[config.mk]
export PLATFORM = sky130hd
export DESIGN_NAME = writeback_slot_scheduler
export DESIGN_NICKNAME = d
export VERILOG_FILES = /design/src/rtl/writeback_slot_scheduler_pkg.sv /design/src/rtl/writeback_slot_scheduler_reg_hazard_match.sv /design/src/rtl/writeback_slot_scheduler.sv
export SDC_FILE = /design/constraint.sdc
export NUM_CORES = 1
export LEC_CHECK = 0
export ABC_AREA = 1
export BUFFER_PORTS_ARGS = -buffer_cell sky130_fd_sc_hd__buf_2
export CAP_MARGIN = 25
export CELL_PAD_IN_SITES_DETAIL_PLACEMENT = 0
export CELL_PAD_IN_SITES_GLOBAL_PLACEMENT = 1
export CORE_MARGIN = 2
export CORE_UTILIZATION = 35
export CTS_BUF_LIST = sky130_fd_sc_hd__clkbuf_8
export DETAILED_ROUTE_END_ITERATION = 8
export GPL_ROUTABILITY_DRIVEN = 1
export PLACE_DENSITY = 0.83
export SYNTH_ARGS = -nofsm -noshare
export SYNTH_HDL_FRONTEND = slang
export SYNTH_SLANG_ARGS = --single-unit
export TNS_END_PERCENT = 5
[constraint.sdc]
create_clock -name clk -period 1.58 [get_ports clk]
set_input_delay 0.158 -clock clk [delete_from_list [all_inputs] [get_ports clk]]
set_output_delay 0.158 -clock clk [all_outputs]
set_load 0.02 [all_outputs]
[src/rtl/writeback_slot_scheduler_pkg.sv]
// ---------------------------------------------------------------------------
// writeback_slot_scheduler_pkg: shared widths, latency classes, reservation entry
// Revision: 1.0
// ---------------------------------------------------------------------------
`default_nettype none

package writeback_slot_scheduler_pkg;

  localparam int REG_W                = 5;
  localparam int STRAND_COUNT_DEFAULT = 4;
  localparam int STRAND_W_MAX         = 8;

  function automatic int strand_w(input int count);
    return (count > 1) ? $clog2(count) : 1;
  endfunction

  localparam int STRAND_W = strand_w(STRAND_COUNT_DEFAULT);

  // Shared with the latency decoder and the execute result mux.
  typedef enum logic [1:0] {
    LAT_NONE   = 2'd0,
    LAT_SINGLE = 2'd1,
    LAT_MULTI  = 2'd2
  } lat_class_e;

  // Strand is stored zero-extended so the entry layout is fixed across configs.
  typedef struct packed {
    logic                    valid;
    logic [STRAND_W_MAX-1:0] strand;
    logic                    has_dest;
    logic [REG_W-1:0]        dest;
  } wb_entry_t;

endpackage

`default_nettype wire

[src/rtl/writeback_slot_scheduler_reg_hazard_match.sv]
// ---------------------------------------------------------------------------
// reg_hazard_match: RAW match of one reservation entry against an issuing op
// Revision: 1.0
// ---------------------------------------------------------------------------
`default_nettype none

module reg_hazard_match
  import writeback_slot_scheduler_pkg::*;
(
  input  wb_entry_t               entry_i,
  input  logic [STRAND_W_MAX-1:0] strand_i,
  input  logic                    uses_src_a_i,
  input  logic [REG_W-1:0]        src_a_reg_i,
  input  logic                    uses_src_b_i,
  input  logic [REG_W-1:0]        src_b_reg_i,
  output logic                    match_o
);

  logic src_hit;

  assign src_hit = (uses_src_a_i && (entry_i.dest == src_a_reg_i)) ||
                   (uses_src_b_i && (entry_i.dest == src_b_reg_i));

  assign match_o = entry_i.valid && entry_i.has_dest &&
                   (entry_i.strand == strand_i) && src_hit;

endmodule

`default_nettype wire

[src/rtl/writeback_slot_scheduler.sv]
// ---------------------------------------------------------------------------
// writeback_slot_scheduler: multi-cycle reservation pipeline, slot-conflict and RAW issue stalls
// Revision: 1.0
// ---------------------------------------------------------------------------
`default_nettype none

module writeback_slot_scheduler
  import writeback_slot_scheduler_pkg::*;
#(
  parameter  int STRAND_COUNT   = STRAND_COUNT_DEFAULT,
  parameter  int MULTI_LATENCY  = 4,
  parameter  int SINGLE_LATENCY = 1,
  localparam int STRAND_BITS    = strand_w(STRAND_COUNT),
  localparam int CNT_W          = $clog2(MULTI_LATENCY + 1)
) (
  input  logic                     clk,
  input  logic                     reset,
  input  logic                     issue_request_i,
  input  logic [STRAND_BITS-1:0]   issue_strand_i,
  input  logic                     single_cycle_i,
  input  logic                     multi_cycle_i,
  input  logic                     has_dest_i,
  input  logic [REG_W-1:0]         dest_reg_i,
  input  logic                     uses_src_a_i,
  input  logic                     uses_src_b_i,
  input  logic [REG_W-1:0]         src_a_reg_i,
  input  logic [REG_W-1:0]         src_b_reg_i,
  input  logic                     rollback_i,
  input  logic [STRAND_BITS-1:0]   rollback_strand_i,
  output logic                     issue_grant_o,
  output logic                     conflict_stall_o,
  output logic                     hazard_stall_o,
  output logic [MULTI_LATENCY-1:0] wb_slot_busy_o,
  output logic [CNT_W-1:0]         multi_inflight_o
);

  localparam int DELTA = MULTI_LATENCY - SINGLE_LATENCY;

  lat_class_e              cls;
  wb_entry_t               entry_q [MULTI_LATENCY];
  wb_entry_t               entry_d [MULTI_LATENCY];
  logic [STRAND_W_MAX-1:0] issue_strand_ext;
  logic [STRAND_W_MAX-1:0] rb_strand_ext;
  logic [MULTI_LATENCY-2:0] match;
  logic                    rb_self;

  assign issue_strand_ext = STRAND_W_MAX'(issue_strand_i);
  assign rb_strand_ext    = STRAND_W_MAX'(rollback_strand_i);

  always_comb begin
    cls = LAT_NONE;
    if (multi_cycle_i)       cls = LAT_MULTI;
    else if (single_cycle_i) cls = LAT_SINGLE;
  end

  // The oldest entry is in its writeback cycle and is covered by the bypass.
  for (genvar k = 0; k < MULTI_LATENCY - 1; k++) begin : g_haz
    reg_hazard_match u_match (
      .entry_i      (entry_q[k]),
      .strand_i     (issue_strand_ext),
      .uses_src_a_i (uses_src_a_i),
      .src_a_reg_i  (src_a_reg_i),
      .uses_src_b_i (uses_src_b_i),
      .src_b_reg_i  (src_b_reg_i),
      .match_o      (match[k])
    );
  end

  assign conflict_stall_o = issue_request_i && (cls == LAT_SINGLE) && entry_q[DELTA-1].valid;
  assign hazard_stall_o   = issue_request_i && (|match);
  assign rb_self          = rollback_i && (rollback_strand_i == issue_strand_i);
  assign issue_grant_o    = issue_request_i && !conflict_stall_o && !hazard_stall_o && !rb_self;

  always_comb begin
    for (int k = 0; k < MULTI_LATENCY; k++) entry_d[k] = '0;
    if (issue_grant_o && (cls == LAT_MULTI)) begin
      entry_d[0].valid    = 1'b1;
      entry_d[0].strand   = issue_strand_ext;
      entry_d[0].has_dest = has_dest_i;
      entry_d[0].dest     = dest_reg_i;
    end
    for (int k = 1; k < MULTI_LATENCY; k++) entry_d[k] = entry_q[k-1];
    // Squash is applied after the shift so an op moving into k+1 is cleared too.
    if (rollback_i) begin
      for (int k = 0; k < MULTI_LATENCY; k++) begin
        if (entry_d[k].strand == rb_strand_ext) entry_d[k].valid = 1'b0;
      end
    end
  end

  always_ff @(posedge clk or negedge reset) begin
    if (!reset) begin
      for (int k = 0; k < MULTI_LATENCY; k++) entry_q[k] <= '0;
    end else begin
      for (int k = 0; k < MULTI_LATENCY; k++) entry_q[k] <= entry_d[k];
    end
  end

  always_comb begin
    wb_slot_busy_o   = '0;
    multi_inflight_o = '0;
    for (int k = 0; k < MULTI_LATENCY; k++) begin
      wb_slot_busy_o[k] = entry_q[k].valid;
      multi_inflight_o  = multi_inflight_o + CNT_W'(entry_q[k].valid);
    end
  end

endmodule

`default_nettype wire

==> metrics list, run 1 <==
- In the layout the commonest cells are sky130_fd_sc_hd__nand2_1, sky130_fd_sc_hd__inv_1, sky130_fd_sc_hd__nor2_1, sky130_fd_sc_hd__buf_2, sky130_fd_sc_hd__dfrtp_1.
- Synthesis produced between 200 and 250 cells.
- Final setup slack of the worst path: -382 ps
- Layout cells sized above 1: a little under a quarter
* Clock tree skew after final layout: 2.83 ps
* Final Cycle Share: 124%
* Transition at the pin with the smallest max-transition slack: 602 ps
- For this run, the detailed router's first-pass iteration total came to 4.
- DRC violation total after the first TritonRoute iteration: 64
- Via total after detailed routing: between 1,000 and 1,500
* Violations in the final reports: setup timing
- Setup violations remaining at the end of the flow were counted as 5.
- From bottom edge to top edge, the die measures 72.2 um.
- Setup repair after global routing could not meet its margin everywhere.
- Number of CTS-inserted buffers: 3
- Final-stage net count: approximately 320
* Post-synth cell types: 17
* Starting density of the core: 36.9%
* Data arrival, critical path: 1800 ps
* Wire per inst: 11.2 um
* Mean instance size in the synthesized netlist: 6.82 sq um
- Headroom to the max-slew limit came out at 59.9%.
- Detail Route Antenna Nets: 0
* Total power divided by cell area: 749 nW/um^2
- STA classifies the critical path endpoint as a primary output.
- Total standard cell area after synthesis: 1630 sq um
- Clock insertion delay at the later pin of the skew report: 270 ps
- Clock-pin slew was measured on the worst setup and hold paths at around 90 ps.
* Cell types with the largest area share after synthesis: sky130_fd_sc_hd__dfrtp_1, sky130_fd_sc_hd__nand2_1, sky130_fd_sc_hd__inv_1
- TritonCTS built the clock tree.
- The share of synthesized area in the top cell type comes to 43.0%.
* DRC violations left: 0
- Share of synthesized area occupied by flip-flops and latches: roughly 43%
- Yosys printed 0 warnings.
* Total I/O pin count: 38
- Net count after synthesis: 270
* Area of the core: 4410 sq um
- In this run the tool buffered the top-level ports with 37 buffer cells.
- Along the worst path, the maximum fanout reaches 2.
- Subtracting the final worst setup slack from the clock period gives between 1500 and 2000 ps.
- Timing analysis after detailed placement gives a worst setup slack of -122 ps.
- Per report_power, the combinational group accounts for a little over a fifth of the total.
* Max Fclk: 510 MHz
- Total detailed-routing wirelength: ~3800 um
* Maximum vdd drop: 0.000450 V
- After floorplanning, the core was divided into 24 placement rows.
- Global-route wire length before repair: 6250 um
- In this run the number of H-tree levels came out at 1.
* Antenna violations before repair: 0
- The final-report max-slew violation count was 0.
- Global routing used 15.3% of the available tracks across all layers.
- Design internal power: 0.00111 W
* Final weighted congestion of routability-driven global placement: 0.830
- No sink is reached through more buffers than the 2 on the longest clock path.
- The share of total power dissipated in the clock network is 27.7%.
- Entering global routing, the biggest net connects 29 pins.
* Vias per inst: 4.36
- Hold WC Path Type: in2reg
- NetSw: 0.000429 W
- DPL Wire Length: 3020 um
- Share of total power in sequential cells: 50.8%
- Net Sw Frac: 27.8%
* Most frequent standard cell in the layout excluding fill and tap cells: sky130_fd_sc_hd__nand2_1
* Area growth from synthesis to layout: 26.4%
- Run status: finished with violations
- CTS root buf: sky130_fd_sc_hd__clkbuf_8
- The number of global-route vias before repair came to 1,391.
* Cell accounting for the most synthesized area: sky130_fd_sc_hd__dfrtp_1
* Floorplan die area: 5220 sq um
* Die boundary width: 72.2 um
- Number of maximum-capacitance constraint violations: 0
- Fin. Hold Viols: 0
- For this design the static power due to leakage is between 1 and 1.5 nW.
* Worst setup SP type: register
- Util after Layout: a little under half
* CTS Sinks: 28
- Global routing finished with a remaining overflow of 0.
- Flip-flop and latch count after synthesis: 28
* Antenna Cells: 0
- Data on the critical path is required at its endpoint by 1420 ps.
- Crit Path Category: reg2out
==> logic make-up after synthesis <==
| kind of cell | Yosys count | share of synthesized area [%] |
|---|---|---|
| AO/OA/AOI/OAI | 15 | 5.15 |
| XOR/XNOR | 9 | 4.84 |
| adder cells (fa/ha/maj) | 3 | 2.76 |
| buffers and inverters | 45 | 10.4 |
| flip-flops | 28 | 43.0 |
| AND/OR/NAND/NOR | 139 | 33.9 |
==> worst max-delay path, cell delays in order, from the launching register on <==
cell and delay, ps:
sky130_fd_sc_hd__dfrtp_2 390, sky130_fd_sc_hd__inv_2 50, sky130_fd_sc_hd__fa_1 550, sky130_fd_sc_hd__inv_2 50
sky130_fd_sc_hd__ha_4 150, sky130_fd_sc_hd__ha_4 250, sky130_fd_sc_hd__buf_6 110
==> worst paths after layout <==
kind / cells after the start / from / end / slack, ps
hold / removal: 3 / dest_reg_i[4] / entry_d[34] / 90
setup reg to reg: 9 / wb_slot_busy_o[0] / entry_d[33] / 90
min in group asynchronous: 2 / reset / entry_d[31] / 420
hold reg to reg: 0 / entry_d[35] / entry_d[20] / 390
max in group asynchronous: 2 / reset / wb_slot_busy_o[1] / 730
setup / recovery: 6 / wb_slot_busy_o[0] / multi_inflight_o[1] / -380
==> registers in the layout (all words and copies together), names as in the netlist <==
name            cells
entry_d            24
wb_slot_busy_o      4
==> power groups by stage <==
stage,logic [W],registers [W],clock network (W)
after CTS,0.000329,0.000783,0.000443
after floorplan,0.000173,0.000797,0
final,0.000332,0.000783,0.000428
after global routing,0.000375,0.000788,0.000471
after global placement,0.000294,0.000795,0
after detailed placement,0.000297,0.000796,0
==> layout make-up <==
class / count / area, sq um
multi-input combinational: 166 / 802
sequential: 28 / 704
tap: 52 / 65.1
timing repair buffer: 44 / 264
fill: 447 / 2350
clock buffer: 4 / 55.1
inverter: 45 / 169
==> routing by layer <==
layer  GRT usage, %  wire (um)  vias to the layer above
met5              0          0                        -
met1           23.3       1860                      640
met2           22.6       1710                       26
li1               -          -                      807
met3           1.39        158                        4
met4           5.24         47                        0
==> metrics by stage <==
stage	total power, W	cells	cell area (sq um)	setup TNS, ps	hold slack (ps)
2_1_floorplan	0.000969	239	1650	-52.0	-138
3_3_place_gp	0.00109	331	1920	-84.0	200
3_5_place_dp	0.00109	331	1920	-146	209
4_1_cts	0.00155	337	2030	-1220	77.2
5_1_grt	0.00163	339	2060	-1910	85.4
6_report	0.00154	339	2060	-1300	85.1
==> cell usage after synthesis, drive strengths merged <==
| cell type | instances |
|---|---|
| nor3 | 2 |
| nand2 | 86 |
| inv | 45 |
| o211ai | 1 |
| nand3 | 10 |
| fa | 1 |
| a211oi | 1 |
| xor2 | 3 |
| ha | 2 |
| dfrtp | 28 |
| a31oi | 3 |
| a21oi | 1 |
| nor2 | 41 |
| xnor2 | 6 |
| o21ai | 9 |
==> timing repair <==
action	CTS	global route
endpoints found under the hold margin	28	0
hold buffers	1	0
buffers inserted	1	2
endpoints found under the setup margin	5	14
gates resized for setup	12	6
pin swaps	0	2
No activity file was read; power rests on OpenSTA's default activity.
==> run 2, diff against run 1 <==
Settings changed: CAP_MARGIN 25 to 30, PLACE_DENSITY 0.83 to 0.82, SYNTH_HIERARCHICAL set to 1.
==> run 2 against run 1 <==
Effect of this change:
- count of clock-buffer cells in the layout unchanged
- register-to-register slack got worse by 180 ps
- non-clock buffer count is 9 higher
- the flow still finishes with violations (setup timing)
- total power is 9.4% higher
- flip-flop and latch count unchanged
- first-iteration DRC count is 17% higher
==> metrics list, run 2 <==
- Synthesis produced a netlist whose cell count is 361.
- Crit Path Category: reg2out
* WP buf/inv: 3
- In the post-synthesis netlist, the biggest area contributors are sky130_fd_sc_hd__dfrtp_1, sky130_fd_sc_hd__nand2_1, sky130_fd_sc_hd__inv_1.
* Data required time at the worst endpoint: 1420 ps
- Shortest clock period the worst path allows after layout: 1940 ps
- Counting instances in the post-synthesis netlist gives the leading cell types as sky130_fd_sc_hd__nand2_1, sky130_fd_sc_hd__inv_1, sky130_fd_sc_hd__nor2_1, sky130_fd_sc_hd__dfrtp_1, sky130_fd_sc_hd__nand3_1.
- NetSw: 0.000521 W
- Total I/O pin count: 38
- Most frequent cells in the layout: sky130_fd_sc_hd__nand2_1, sky130_fd_sc_hd__inv_1, sky130_fd_sc_hd__conb_1, sky130_fd_sc_hd__nor2_1, sky130_fd_sc_hd__buf_2
- Area growth from synthesis to layout: 35.3%
* Total power divided by cell area: 587 nW/um^2
- Via total after detailed routing: 2,065
* Total overflow reported by the global router: 0
- TritonCTS built the clock tree.
- Largest net degree at the start of global routing: 29
* Wire per inst: 8.75 um
- Number of input and output port buffers inserted: 37
- Hold WC Path Type: in2reg
- The post-route netlist has 20.3% of its cells at a drive strength greater than 1.
- The HPWL after detailed placement is 3910 um.
* Unrepaired setup endpoints after global routing: yes
* Final-report setup violation count: 14
* DRC violations left: 0
- CTS root buf: sky130_fd_sc_hd__clkbuf_8
- Vias per inst: roughly 3.8
- Number of maximum-capacitance constraint violations: 0
- Setup slack after placement: -137 ps
* Number of levels in the clock H-tree: 1
- Summing the sequential cell areas from Yosys gives 33.0% of the chip area.
* Leakage power total: 1.72 nW
* Flip-flop and latch count after synthesis: 28
- Share of flip-flops with an asynchronous set or reset after synthesis: 100%
- Cell class contributing the biggest share of worst-path delay: adder cells
* Largest stage delay, worst path: 540 ps
* Synth warnings: 6
- Static timing analysis puts the maximum clock frequency at 515 MHz.
* Starting density of the core: 36.1%
* Data arrival, critical path: around 1800 ps
* Final setup slack of the worst path: -362 ps
* Aggregate negative setup slack: -1900 ps
- Violations in the final reports: setup timing
- Leaving out fill and tap cells, the most frequent cell in the layout is sky130_fd_sc_hd__nand2_1.
- Among all cell types in the netlist, the one instantiated most often is sky130_fd_sc_hd__nand2_1.
* Number of CTS-inserted buffers: 3
* Cell accounting for the most synthesized area: sky130_fd_sc_hd__dfrtp_1
- Clock-pin slew was measured on the worst setup and hold paths at 100 ps.
- The number of global-route vias before repair is 1,782.
- For the pin with the worst max-slew slack, the measured transition is roughly 650 ps.
* Final Cycle Share: 123%
* Antenna Cells: 0
- Setup crit end kind: primary output
- Maximum vdd drop: roughly 0.00036 V
* Worst setup SP type: register
- Number of rows in the core area: 28
* CP startpoint: wb_slot_busy_o[3]
- The initial antenna violation count is 0.
- Floorplan die area: 6710 sq um
* Cells along the critical path: inv_2 > fa_1 > inv_2 > ha_4 > ha_4 > buf_6
- Of the total power, registers draw 45.9%.
- Slew Limit Fails: 0
- The floorplan step set the die width to 81.9 um.
- Clock insertion delay at the later pin of the skew report: 280 ps
- Mean instance size in the synthesized netlist: 5.89 sq um
- Total standard cell area after synthesis: about 2100 sq um
- CTS Sinks: 28
* Top fanout value on the critical path: 2
- Headroom to the max-slew limit: a little under three fifths
- In the global route stage, overall resource usage came out at 15.1%.
- Run status: finished with violations
- Net switching is just over 30% of the power.
- Final weighted congestion of routability-driven global placement: 0.819
- The final layout contains routed wiring with a total length of around 4800 um.
* Reg-to-Reg Start: entry_d[30]
- Combinational cells account for 27.2% of the total power.
- The clock network accounts for 27.0% of the total power.
- The internal portion of the total power is ~0.0012 W.
* Fin. Hold Viols: 0
- Largest register FFs: 24
* Post-synth top area share: 33.0%
- For the final database, setup skew stands at 2.23 ps.
- In this run the most critical hold path is launched from dest_reg_i[2].
- Power after layout: roughly 0.0017 W
- Once detail routing completed, the nets flagged for antenna violations numbered 0.
* Vertical die dimension: slightly above 80 um
- The first global-routing pass estimated 7750 um of wire.
* DRC violation total after the first TritonRoute iteration: 75
- Area of the core: just under 6000 sq um
* Clock Tree Buf Depth: 2
* Drt first pass iters: 4
- Counting distinct cell types in the post-synthesis netlist gives 20.
* Dominant synthesized flop cell: sky130_fd_sc_hd__dfrtp_1
- Final-stage net count: 504
* Cell with the biggest individual delay on the critical path: sky130_fd_sc_hd__fa_1
* Number of enable flip-flop cells after synthesis: 0
==> run 2: cell types whose count changed in the layout (fill, tap and decap cells not counted), moves of 8 or more <==
cell                      before  now
sky130_fd_sc_hd__conb_1        0   57
sky130_fd_sc_hd__inv_1        38   85
sky130_fd_sc_hd__nand2_1      85  132
sky130_fd_sc_hd__buf_4         8   16
==> run 2: layout make-up <==
type	instances	area (sq um)
multi-input cells	291	1330
inverters	96	360
well taps	75	93.8
fillers	647	3010
clock buffers	4	55.1
flip-flops and latches	28	704
repair buffers	53	335
==> run 2: what timing repair did <==
item                                    CTS  global route
hold buffers                              1             0
pin swaps                                 5             6
hold endpoints to repair                 28             0
resized for setup                        14            15
gates cloned                              0             0
endpoints found under the setup margin   14            14
buffers inserted                          3             2
==> run 2: cell families (layout without fill, tap and decap cells) <==
group | after synthesis | count (layout) | share of synthesized area, %
xor gates and xnor gates | 9 | 9 | 3.71
and+or+nand+nor | 215 | 215 | 41.6
buffers and inverters | 98 | 153 | 17.7
other | 1 | 57 | 0.176
DFF | 28 | 28 | 33.0
AOI/OAI and AO/OA | 7 | 7 | 1.82
adders and majority gates | 3 | 3 | 2.12
==> run 2: metal layers <==
metal | GRT usage (%) | up-vias | share of wire [%]
li1 | - | 1184 | -
met1 | 22.0 | 852 | 53
met2 | 23.7 | 25 | 44
met3 | 1.32 | 4 | 2.6
met4 | 4.50 | 0 | 1.2
met5 | 0 | - | 0
==> run 2: power groups by stage <==
stage	Clock, W	Sequential (W)	Combinational, W
floorplan	0	0.000794	0.000261
global placement	0	0.000788	0.000402
detailed placement	0	0.000789	0.000405
CTS	0.000472	0.000774	0.000447
global route	0.000498	0.000779	0.000528
finish	0.000455	0.000774	0.000459
==> run 2: worst reg2reg max path: cells and delay by family, from the launching register on <==
kind / cells / cell delay [ps]
and+or+nand+nor: 11 / 920
DFF: 1 / 420
buffers and inverters: 3 / 270
==> run 2: worst paths after layout <==
path                            cells past startpoint  slack, ps             endpoint
worst max-delay path                                6       -360  multi_inflight_o[1]
worst min-delay path                                3         70          entry_d[32]
worst max register to register                     14        -90          entry_d[30]
worst min register to register                      0        390          entry_d[20]
max in group asynchronous                           2        680    wb_slot_busy_o[3]
min in group asynchronous                           2        440           entry_d[0]
==> run 2: through the flow <==
| step | utilization (%) | cell area (sq um) | hold slack [ps] | cells |
|---|---|---|---|---|
| after floorplan | - | 2350 | -138 | 417 |
| after global placement | 45.8 | 2690 | 224 | 537 |
| after global routing | 48.9 | 2880 | 68.5 | 547 |
| final | 48.9 | 2880 | 71.2 | 547 |
| after detailed placement | 45.8 | 2690 | 225 | 537 |
| after CTS | 48.0 | 2830 | 62.2 | 545 |
==> run 3, diff against run 2 <==
Settings changed: SETUP_SLACK_MARGIN set to 0.15.
==> run 3 against run 2 <==
Effect of this change:
- the flow still finishes with violations (setup timing)
- critical path depth stayed put
- clock skew hardly changed
- cell count stayed put
- die area stayed put
- register-to-register slack hardly changed
- non-clock buffer count stayed put
- critical endpoint unchanged
==> metrics list, run 3 (same netlist as run 2, synthesis figures left out) <==
- WHS Endpoint: entry_d[32]
- Data on the critical path arrives at its endpoint at roughly 1800 ps.
- Number of input and output port buffers inserted: 37
* Setup slack after placement: -137 ps
- Via count of the first global-routing pass: 1,782
* Starting density of the core: 36.1%
- Of the cells placed in the final design, the portion with a size suffix greater than 1 is 20.3%.
* Top fanout value on the critical path: 2
- Cell with the biggest individual delay on the critical path: sky130_fd_sc_hd__fa_1
- The die covers 6710 sq um.
- Antenna violations before repair: 0
- Dividing the detail-routed wire length by the instance count gives 8.80 um.
* Run status: finished with violations
* Final-report setup violation count: 14
- Of the available clock period, the critical path in the final layout requires 123%.
- Area of the core: roughly 5900 sq um
- Hold WC Path Type: in2reg
- DRC violation total after the first TritonRoute iteration: 73
- Transition at the pin with the smallest max-transition slack: 656 ps
- The area growth from synthesis to layout is 35.5%.
- Number of rows in the core area: 28
- Fin. Hold Viols: 0
* Number of levels in the clock H-tree: 1
- The clock passes through at most 2 buffers.
* DRC violations left: 0
* Worst setup SP type: register
* Violations in the final reports: setup timing
* Most frequent standard cell in the layout excluding fill and tap cells: sky130_fd_sc_hd__nand2_1
* Min-delay src: dest_reg_i[2]
- The worst register-to-register path begins at entry_d[30].
* Unrepaired setup endpoints after global routing: yes
- Clock insertion delay at the later pin of the skew report: 280 ps
- The total overflow left after global routing is 0.
- Global routing used roughly 15% of the available tracks.
* Register-to-Register Setup Slack: -90 ps
- Counting cells, the worst reg-to-reg path comes to 14.
- CTS tree: built
* Data required time at the worst endpoint: 1420 ps
* Clock-pin slew of the registers on the worst-case setup and hold paths: 100 ps
- The largest single stage delay on the critical path is 540 ps.
- Once detailed placement completed, the half-perimeter wirelength came to 3910 um.
- Most frequent cells in the layout: sky130_fd_sc_hd__nand2_1, sky130_fd_sc_hd__inv_1, sky130_fd_sc_hd__conb_1, sky130_fd_sc_hd__nor2_1, sky130_fd_sc_hd__buf_2
- Setup crit end kind: primary output
- Final-stage net count: 504
- The final-report max-slew violation count was 0.
- Traced cell by cell, the critical path runs through inv_2 > fa_1 > inv_2 > ha_4 > ha_4 > buf_6.
- Final setup slack of the worst path: -363 ps
- Based on the critical path, the design can be clocked at up to ~510 MHz.
- After routing the design area is 2880 sq um.
* Number of CTS-inserted buffers: 3
* Leakage power total: ~1.7 nW
- Vertical die dimension: ~82 um
- End of the worst register-to-register path: entry_d[30]
* Vias per inst: roughly 3.8
- Along the worst hold path, the cell count comes to 3.
- Drt first pass iters: 4
* Detail Route Antenna Nets: 0
- Shortest clock period the worst path allows after layout: 1940 ps
- Headroom to the max-slew limit: 56.3%
* Number of maximum-capacitance constraint violations: 0
- Detailed routing inserted a total of 2,067 vias.
* Total power divided by cell area: 587 nW/um^2
* CTS root buf: sky130_fd_sc_hd__clkbuf_8
- VDD sags by at most around 0.00037 V.
* Total I/O pin count: 38
* Clock tree skew after final layout: roughly 2.2 ps
- Entering global routing, the biggest net connects 29 pins.
- The congestion estimate from routability-driven global placement came to 0.819.
- Antenna Cells: 0
- The register with the most flip-flops in the layout has 24 of them.
* Global-route wire length before repair: approximately 7700 um
- Total detailed-routing wirelength: 4810 um
- Crit Path Category: reg2out
- Die boundary width: just over 80 um
- CTS Sinks: 28
- Once placement finished, the instance area stood at 2690 sq um.
run 3: cell count changes in the layout (fill, tap and decap cells not counted):
cell	change
sky130_fd_sc_hd__nor2_4	+1
sky130_fd_sc_hd__nor2_2	-1
run 3: layer usage:
metal	vias up	wire (um)	global-route usage, %
li1	1184	-	-
met1	856	2530	22.0
met2	23	2120	23.7
met3	4	112	1.32
met4	0	59	4.50
met5	-	0	0
run 3: critical path: cells and delay by family, from the launching register on:
family | cells | cell delay, ps
buffers and inverters | 3 | 190
adders and majority gates | 3 | 940
DFF | 1 | 370
run 3: worst max path at each step:
stage                      start                  end  slack (ps)  depth (start not counted)
6_report       wb_slot_busy_o[3]  multi_inflight_o[1]        -360                          6
4_1_cts        wb_slot_busy_o[3]  multi_inflight_o[1]        -380                          6
3_3_place_gp         entry_d[37]        issue_grant_o        -130                         12
3_5_place_dp         entry_d[37]        issue_grant_o        -140                         12
5_1_grt              entry_d[30]        issue_grant_o        -440                         14
2_1_floorplan  wb_slot_busy_o[3]  multi_inflight_o[1]         -50                          5
run 3: layout make-up:
class,count,area (sq um)
flip-flops and latches,28,704
well taps,75,93.8
fillers,649,3010
clock buffers,4,55.1
repair buffers,53,335
inverters,96,360
multi-input cells,291,1330
run 3: per-stage QoR:
stage | hold WS, ps | instances | utilization, % | power [W] | TNS [ps]
after floorplan | -138 | 417 | - | 0.00105 | -51.7
after global placement | 224 | 537 | 45.8 | 0.00119 | -575
after detailed placement | 225 | 537 | 45.8 | 0.00119 | -769
after CTS | 62.2 | 545 | 48.0 | 0.00169 | -2580
after global routing | 68.5 | 547 | 48.9 | 0.00181 | -3700
final | 71.4 | 547 | 48.9 | 0.00169 | -1910
run 3: power breakdown:
| group | leakage (nW) | internal [W] | switching (W) | total [W] |
|---|---|---|---|---|
| registers | 0.373 | 0.000749 | 0.0000257 | 0.000774 |
| logic | 1.32 | 0.000195 | 0.000266 | 0.000461 |
| clock network | 0.0288 | 0.000224 | 0.000233 | 0.000457 |
run 3: repair_timing:
action | 4_1_cts | 5_1_grt
gates cloned | 0 | 0
endpoints found under the setup margin | 14 | 15
pin swaps | 5 | 6
resized for setup | 14 | 16
endpoints found under the hold margin | 28 | 0
hold buffers | 1 | 0
buffers inserted | 3 | 2
